**src/rtl/dac_drv_pkg.sv**
```systemverilog
// Shared types, widths and helpers for the segmented DAC driver sequencer.
package dac_drv_pkg;

  localparam int unsigned NBIN       = 7;
  localparam int unsigned NTHERM     = 17;
  localparam int unsigned CODE_W     = 12;
  localparam int unsigned N_W        = 5;
  localparam int unsigned PTR_W      = 5;
  localparam int unsigned CODE_MAX   = NTHERM * (2 ** NBIN) + (2 ** NBIN) - 1;
  localparam int unsigned PIPE_DEPTH = 3;

  typedef enum logic [2:0] {
    ST_OFF,
    ST_WAKE,
    ST_RUN,
    ST_DRAIN,
    ST_FAULT
  } state_e;

  // Stage 1 payload: split code plus the rotation start captured at acceptance.
  typedef struct packed {
    logic [N_W-1:0]   n;
    logic [NBIN-1:0]  b;
    logic [PTR_W-1:0] ptr;
    logic             dem;
  } s1_t;

  typedef struct packed {
    logic [NBIN-1:0]   bin;
    logic [NTHERM-1:0] therm;
  } drv_t;

  localparam s1_t                S1_ZERO      = '0;
  localparam drv_t               DRV_ZERO     = '0;
  localparam logic [NBIN-1:0]    DATAINB_RST  = '1;
  localparam logic [NTHERM-1:0]  DATATHERMB_RST = '1;

  // a + n mod NTHERM; a < NTHERM and n <= NTHERM so one subtraction suffices.
  function automatic logic [PTR_W-1:0] mod_add(input logic [PTR_W-1:0] a,
                                               input logic [N_W-1:0]   n);
    logic [PTR_W:0] sum;
    sum = (PTR_W+1)'(a) + (PTR_W+1)'(n);
    if (sum >= (PTR_W+1)'(NTHERM)) begin
      sum = sum - (PTR_W+1)'(NTHERM);
    end
    return PTR_W'(sum);
  endfunction

endpackage

```
**src/rtl/therm_rotator.sv**
```systemverilog
// Builds the thermometer mask: n consecutive elements starting at ptr (or 0), wrapping.
module therm_rotator
  import dac_drv_pkg::*;
(
  input  logic [N_W-1:0]    n,
  input  logic [PTR_W-1:0]  ptr,
  input  logic              dem_en,
  output logic [NTHERM-1:0] mask_c
);

  logic [PTR_W-1:0] start;

  assign start = dem_en ? ptr : '0;

  always_comb begin : p_mask
    int off;
    off    = 0;
    mask_c = '0;
    for (int i = 0; i < int'(NTHERM); i++) begin
      off = i - int'(start);
      if (off < 0) begin
        off = off + int'(NTHERM);
      end
      mask_c[i] = (off < int'(n));
    end
  end

endmodule

```
**src/rtl/dac_drv_sequencer.sv**
```systemverilog
// Power sequencing, code split/saturation and DWA pipeline for the DAC driver cell.
module dac_drv_sequencer
  import dac_drv_pkg::*;
#(
  parameter int unsigned T_WAKE  = 16,
  parameter int unsigned T_DRAIN = 2
) (
  input  logic              clk,
  input  logic              rst_n,
  input  logic              en,
  input  logic              supply_ok,
  input  logic              dem_en,
  input  logic [CODE_W-1:0] code,
  input  logic              code_valid,
  output logic              code_ready,
  output logic              pdb,
  output logic [NBIN-1:0]   datain,
  output logic [NBIN-1:0]   datainb,
  output logic [NTHERM-1:0] datatherm,
  output logic [NTHERM-1:0] datathermb,
  output logic              busy,
  output logic              fault
);

  // DRAIN covers the in-flight sample plus T_DRAIN cycles of zero code.
  localparam int unsigned DRAIN_CYC = PIPE_DEPTH + T_DRAIN;
  localparam int unsigned CNT_W     = $clog2(T_WAKE + DRAIN_CYC + 1);

  state_e              state_q, state_d;
  logic [CNT_W-1:0]    cnt_q, cnt_d;
  logic                pdb_q, pdb_d;
  logic                code_ready_q, code_ready_d;
  logic                busy_q, busy_d;
  logic                fault_q, fault_d;
  logic [PTR_W-1:0]    ptr_q, ptr_d;
  s1_t                 s1_q, s1_d;
  drv_t                s2_q, s2_d;
  drv_t                drv_q, drv_d;
  logic [NBIN-1:0]     datainb_q, datainb_d;
  logic [NTHERM-1:0]   datathermb_q, datathermb_d;

  logic                accept;
  logic [CODE_W-1:0]   code_sat;
  logic [N_W-1:0]      code_n;
  logic [NTHERM-1:0]   rot_mask;

  therm_rotator u_rot (
    .n      (s1_q.n),
    .ptr    (s1_q.ptr),
    .dem_en (s1_q.dem),
    .mask_c (rot_mask)
  );

  // Next state; a supply drop outside OFF overrides every other transition.
  always_comb begin
    state_d = state_q;
    cnt_d   = cnt_q;
    unique case (state_q)
      ST_OFF: begin
        if (en && supply_ok && !fault_q) begin
          state_d = ST_WAKE;
          cnt_d   = '0;
        end
      end
      ST_WAKE: begin
        if (!en) begin
          state_d = ST_OFF;
        end else if (cnt_q == CNT_W'(T_WAKE - 1)) begin
          state_d = ST_RUN;
        end else begin
          cnt_d = cnt_q + CNT_W'(1);
        end
      end
      ST_RUN: begin
        if (!en) begin
          state_d = ST_DRAIN;
          cnt_d   = '0;
        end
      end
      ST_DRAIN: begin
        if (cnt_q == CNT_W'(DRAIN_CYC - 1)) begin
          state_d = ST_OFF;
        end else begin
          cnt_d = cnt_q + CNT_W'(1);
        end
      end
      ST_FAULT: begin
        if (!en) begin
          state_d = ST_OFF;
        end
      end
      default: state_d = ST_OFF;
    endcase
    if ((state_q != ST_OFF) && !supply_ok) begin
      state_d = ST_FAULT;
    end
  end

  // Data pipeline: stage 1 split/ptr, stage 2 mask, then the output register.
  always_comb begin
    accept   = code_valid && code_ready_q;
    code_sat = (code > CODE_W'(CODE_MAX)) ? CODE_W'(CODE_MAX) : code;
    code_n   = code_sat[CODE_W-1:NBIN];
    s1_d     = s1_q;
    ptr_d    = ptr_q;
    if (state_q != ST_RUN) begin
      s1_d = S1_ZERO;
    end else if (accept) begin
      s1_d.n   = code_n;
      s1_d.b   = code_sat[NBIN-1:0];
      s1_d.ptr = ptr_q;
      s1_d.dem = dem_en;
      if (dem_en) begin
        ptr_d = mod_add(ptr_q, code_n);
      end
    end
    s2_d.bin   = s1_q.b;
    s2_d.therm = rot_mask;
    drv_d      = s2_q;
    if (state_d == ST_FAULT) begin
      s1_d  = S1_ZERO;
      s2_d  = DRV_ZERO;
      drv_d = DRV_ZERO;
      ptr_d = '0;
    end
    datainb_d    = ~drv_d.bin;
    datathermb_d = ~drv_d.therm;
    pdb_d        = (state_d == ST_WAKE) || (state_d == ST_RUN) || (state_d == ST_DRAIN);
    code_ready_d = (state_d == ST_RUN);
    busy_d       = (state_d != ST_OFF);
    fault_d      = (state_d == ST_FAULT);
  end

  always_ff @(posedge clk or negedge rst_n) begin
    if (!rst_n) begin
      state_q      <= ST_OFF;
      cnt_q        <= '0;
      pdb_q        <= 1'b0;
      code_ready_q <= 1'b0;
      busy_q       <= 1'b0;
      fault_q      <= 1'b0;
      ptr_q        <= '0;
      s1_q         <= S1_ZERO;
      s2_q         <= DRV_ZERO;
      drv_q        <= DRV_ZERO;
      datainb_q    <= DATAINB_RST;
      datathermb_q <= DATATHERMB_RST;
    end else begin
      state_q      <= state_d;
      cnt_q        <= cnt_d;
      pdb_q        <= pdb_d;
      code_ready_q <= code_ready_d;
      busy_q       <= busy_d;
      fault_q      <= fault_d;
      ptr_q        <= ptr_d;
      s1_q         <= s1_d;
      s2_q         <= s2_d;
      drv_q        <= drv_d;
      datainb_q    <= datainb_d;
      datathermb_q <= datathermb_d;
    end
  end

  assign code_ready = code_ready_q;
  assign pdb        = pdb_q;
  assign datain     = drv_q.bin;
  assign datainb    = datainb_q;
  assign datatherm  = drv_q.therm;
  assign datathermb = datathermb_q;
  assign busy       = busy_q;
  assign fault      = fault_q;

endmodule

```
**config.mk**
```make
export PLATFORM = sky130hd
export DESIGN_NAME = dac_drv_sequencer
export DESIGN_NICKNAME = d
export VERILOG_FILES = /design/src/rtl/dac_drv_pkg.sv /design/src/rtl/therm_rotator.sv /design/src/rtl/dac_drv_sequencer.sv
export SDC_FILE = /design/constraint.sdc
export NUM_CORES = 1
export LEC_CHECK = 0
export CAP_MARGIN = 20
export CORE_AREA = 2 2 123 113
export CTS_BUF_LIST = sky130_fd_sc_hd__clkbuf_4 sky130_fd_sc_hd__clkbuf_8 sky130_fd_sc_hd__clkbuf_16
export DETAILED_ROUTE_END_ITERATION = 8
export DIE_AREA = 0 0 125 115
export PLACE_DENSITY = 0.79
export SETUP_SLACK_MARGIN = 0.05
export SKIP_LAST_GASP = 1
export SLEW_MARGIN = 20
export SYNTH_ARGS = -nofsm -noshare
export SYNTH_HDL_FRONTEND = slang
export SYNTH_SLANG_ARGS = --single-unit
```
**constraint.sdc**
```tcl
create_clock -name clk -period 6.3 [get_ports clk]
set_input_delay 1.26 -clock clk [delete_from_list [all_inputs] [get_ports clk]]
set_output_delay 1.26 -clock clk [all_outputs]
set_load 0.01 [all_outputs]
```
Word level (Yosys, flattened, before mapping)

Index checks and enable logic that the tools add are counted.

Input bits: 18
Word-level logic and storage cells: 169
Output and inout bits: 52
Register bits after elaboration: 107

Reduce and logical (&&, ||, !) cells: 17
Multiplexer cells: 43
Bitwise gates (word level): 2
$add $sub $neg: 37
Equality and inequality tests: 17
$lt $le $gt $ge: 36

Operators with widths:

| operator              | number |
|---|---|
| $add 32x6->32 const B | 17 |
| $lt 32x1->1 const B   | 17 |
| $lt 32x6->1           | 17 |
| $mux 32               | 17 |
| $mux 5                | 11 |
| $mux 18               | 3 |
| $mux 24               | 2 |
| $sub 4x5->6 const A   | 8 |
| $sub 3x5->6 const A   | 4 |
| $mux 3                | 7 |
| $pmux 5 s4            | 1 |
| $not 17->17           | 1 |
| $pmux 3 s5            | 1 |
| $eq 3x2->1 const B    | 4 |
| $gt 12x12->1 const B  | 1 |
| $mux 12               | 1 |
| $ne 2x2->1 const B    | 6 |
| $sub 1x5->6 const A   | 2 |
| $sub 2x5->6 const A   | 2 |
| $reduce_bool 3->1     | 3 |
| $not 7->7             | 1 |
| $add 5x5->6           | 1 |
| $eq 3x1->1 const B    | 2 |
| $eq 3x3->1 const B    | 2 |
| 15 further kinds      | 21 |

Depth between registers and ports, before layout

Depth in word-level cells: 9
Gate-level depth with buffers: 16

Cells and area by module

Synthesis repeated with hierarchy kept, for this count alone.

Cell total of the unflattened synthesis: 942
Area total of the unflattened synthesis: 8453.1 um2

Modules (own cells, without submodules):

| module            | times used | cells an instance | area an instance (um2) |
|---|---|---|---|
| dac_drv_sequencer | 1          | 365               | 4324.1 |
| therm_rotator     | 1          | 577               | 4129.0 |

Worst setup path after synthesis

OpenSTA, ideal clock, no wires.

Path type: register -> register
Start: register s1_q[0] (netlist name)
End: register s2_q[14] (netlist name)
Data arrival time: 3.317 ns
Required time: 6.232 ns
Stages on the path, launching flop included: 17
Buffers on the path: 3
Setup slack: 2.915 ns
Cells stage by stage: dfrtp_1 > buf_4 > nand2_1 > inv_1 > clkbuf_1 > ha_1 > clkbuf_1 > nand2_1 > a21oi_1 > mux2i_1 > ha_1 > inv_1 > a31oi_1 > o21ai_0 > a21oi_1 > a2111oi_0 > a41o_1

RTL lines:

| element                | RTL line                 | RTL |
|---|---|---|
| start, declared        | dac_drv_sequencer.sv:36  | `s1_t s1_q, s1_d;` |
| start signal, assigned | dac_drv_sequencer.sv:143 | `s1_q <= S1_ZERO;` |
| start signal, assigned | dac_drv_sequencer.sv:156 | `s1_q <= s1_d;` |
| end signal, assigned   | dac_drv_sequencer.sv:144 | `s2_q <= DRV_ZERO;` |
| end signal, assigned   | dac_drv_sequencer.sv:157 | `s2_q <= s2_d;` |
| end, declared          | dac_drv_sequencer.sv:37  | `drv_t s2_q, s2_d;` |

==> reports/summary.txt <==
status: finished clean
Largest delay share family, worst path: compound AO/OA/AOI/OAI gates
CP bufs+invs: 2
Setup TNS Final: 0 ns
hold_buf cts: 0
crit start category: flip-flop
Pwr Density: 166 nW/µm²
Worst Clk Skew: 0.00868 ns
routability congestion estimate: 0.973
area leader, netlist: dfrtp_1
final hold vios: 0
total power draw: 1.47 mW
Initial Util: 59.2%
Worst Hold Class: reg2reg
switching power: 415 µW
Die Span Y: 115 µm
NumNets Final: 1044
clock power share: 38.4%
number of synthesized flops with an enable pin: 0
register area: 2710 µm²
first-pass GRT wire length: 29.9 mm
maxcap violations: 0
Leakage: 3.99 nW
Yosys top cell area share: 26.7%
initial drt markers: 507
CTS H-tree lvls: 3
YS warnings: 0
top post-synthesis cells by area: dfrtp_1 (27%), ha_1 (16%), dfstp_2 (8.1%)
Max-slew headroom: 40.5%
library cells used by synthesis: 72
initial antenna violation count: 0
Clock Latency Late Sink: 0.36 ns
Layout area overhead: 13.7%
period utilization: 69.4%
Sink Count: 107
Crit-path slowest cell: dfrtp_1
CTS max path bufs: 2
WL/cell: 16.6 µm
Clock transition at path regs: 0.07 ns
Core ar.: 13100 µm²
DIE AREA: 14400 µm²
Comb power frac: 12.9%
post-synthesis sequential area ratio: 34.9%
Syn Std Cell Area: 7770 µm²
Setup violations, final: 0
WP data arrival: 4.62 ns
DRT Pass-1 Iters: 5
Slew @ Worst Pin: 0.892 ns
CTS buffer count: 9
Cells after Synth: 878
die span in x: 125 µm
total grt overflow: 0
internal power contribution: 1.05 mW
number of global-route vias before repair: 6130
largest net degree at the start of global routing: 57
IO Port Bufs: 69
Max rail drop VDD: 0.121 mV
unrepaired setup endpoints after global routing: no
DRC: 0
Multi-input gate area: 4660 µm²
worst path cell trace: and2_1, inv_2, ha_1, buf_4, and2_1, a31oi_1, mux2_2, ha_1, o21a_1, o21ai_0, a21oi_1, o41ai_1
post-synthesis net count: 998
switch share: 28.3%
slowest cell delay on critical path: 0.78 ns
CP max FO: 21
GR Util All Layers: 25.9%
Max Fclk: 229 MHz
Worst Path Required: 6.54 ns
Setup CP Type: reg2reg
Slew Viols, Final: 0
# resized after CTS: 0
Post-CTS Setup Repair Bufs: 0
drt total wl: 18.2 mm
CTS tree: yes
Main synth FF type: dfrtp_1
antenna cells: 0
flip-flop and latch count after synthesis: 107
Routed Antenna Nets: 0
via/cell ratio: 5.92
io pins: 70
Post-DP HPWL: 12.7 mm
share of layout cells above drive strength 1: 7.75%
Setup crit end kind: flip-flop
Tmin final: 4.37 ns
Post-synth ARST share: 100%
Layout fillers: 1067
Vias: 6492
sequential share of power: 48.7%
syn_area_per_cell: 8.85 µm²
root buf cell: clkbuf_16
site row count: 40
[through the flow]
step                utilization [%]  hold slack (ns)  std cells  setup WS (ns)  area (µm²)
floorplan                         -            0.364        878           2.92        7770
global placement               65.0            0.367       1081           2.18        8530
detailed placement             65.0            0.370       1081           2.05        8530
CTS                            67.3            0.382       1097           2.02        8830
global route                   67.3            0.393       1097           1.62        8830
finish                         67.3            0.380       1097           1.93        8830
[power by group through the flow]
stage               combinational (mW)  sequential (mW)  clock [mW]
detailed placement               0.191            0.728           0
global route                     0.213            0.717       0.608
CTS                              0.192            0.715       0.580
floorplan                        0.107            0.730           0
finish                           0.190            0.716       0.564
global placement                 0.187            0.727           0
[registers in the layout, summed over array words and instances (netlist names), 5 cells and up]
register    flops
cnt_q           5
datatherm      17
datathermb     17
ptr_q           5
datain          7
s1_q           18
s2_q           24
datainb         7
[logic make-up after synthesis]
group | Yosys count | share of synthesized area (%)
buffers and inverters | 100 | 5.19
adders and majority gates | 102 | 16.4
muxes | 13 | 1.74
AOI/OAI and AO/OA | 222 | 17.9
DFF | 107 | 34.9
xor gates and xnor gates | 67 | 7.75
and+or+nand+nor | 267 | 16.2
[worst paths after layout]
path | start | end | slack (ns) | cells past startpoint
worst max register to register | s1_q[0] | s2_q[4] | 1.93 | 12
worst min register to register | s2_q[3] | datathermb[3] | 0.38 | 1
worst max-delay path | s1_q[0] | s2_q[4] | 1.93 | 12
min in group asynchronous | rst_n | s2_q[10] | 0.92 | 1
max in group asynchronous | rst_n | state_q[1] | 4.28 | 2
worst min-delay path | s2_q[3] | datathermb[3] | 0.38 | 1
[layout by cell type, fill, tap and decap left out, types with 5 or more instances in the layout]
master,n
a211oi_1,6
a21boi_0,9
a21o_1,6
a21oi_1,64
a31oi_1,15
and2_1,12
and3_1,7
buf_4,6
clkbuf_16,9
clkdlybuf4s50_1,68
dfrtp_1,83
dfstp_2,24
ha_1,102
inv_1,57
mux2i_1,9
nand2_1,117
nand2b_1,10
nand3_1,22
nand3b_1,5
nor2_1,50
nor2b_1,14
nor3_1,9
o21a_1,6
o21ai_0,67
o221a_2,7
xnor2_1,50
xor2_1,15
[worst reg2reg max path, delay by kind of cell (launching register included)]
| kind | cells | cell delay (ns) |
|---|---|---|
| DFF | 1 | 0.78 |
| AOI/OAI and AO/OA | 5 | 1.06 |
| buffers and inverters | 2 | 0.51 |
| muxes | 1 | 0.38 |
| and+or+nand+nor | 2 | 0.83 |
| adders and majority gates | 2 | 0.70 |
[routing by layer]
| metal | vias up | wire length, µm | track usage (%) |
|---|---|---|---|
| met3 | 41 | 1370 | 5.82 |
| met5 | - | 0 | 0 |
| li1 | 3137 | - | - |
| met2 | 262 | 8270 | 41.3 |
| met1 | 3052 | 8130 | 34.7 |
| met4 | 0 | 444 | 10.1 |
[synthesized netlist by cell type, drive strengths merged, types with 6 or more instances]
master and instances:
a21boi 10, nand2 119, o21a 6, ha 102, a21oi 67, inv 60, a211oi 7, nor2b 14
dfstp 24, and3 7, a31oi 15, and2 12, a21o 6, o221a 7, mux2i 9, nor2 50
clkbuf 24, nand3 22, o21ai 68, xnor2 52, xor2 15, dfrtp 83, nor3 9, buf 15
nand2b 10
[final cells by class]
type                       instances  share of cell area [%]
tap                              168                    2.38
timing repair buffer              74                    8.22
sequential                       107                    30.7
inverter                          61                    2.59
multi-input combinational        671                    52.7
clock inverter                     6                   0.723
clock buffer                      10                    2.71
(Power assumes the default switching activity.)
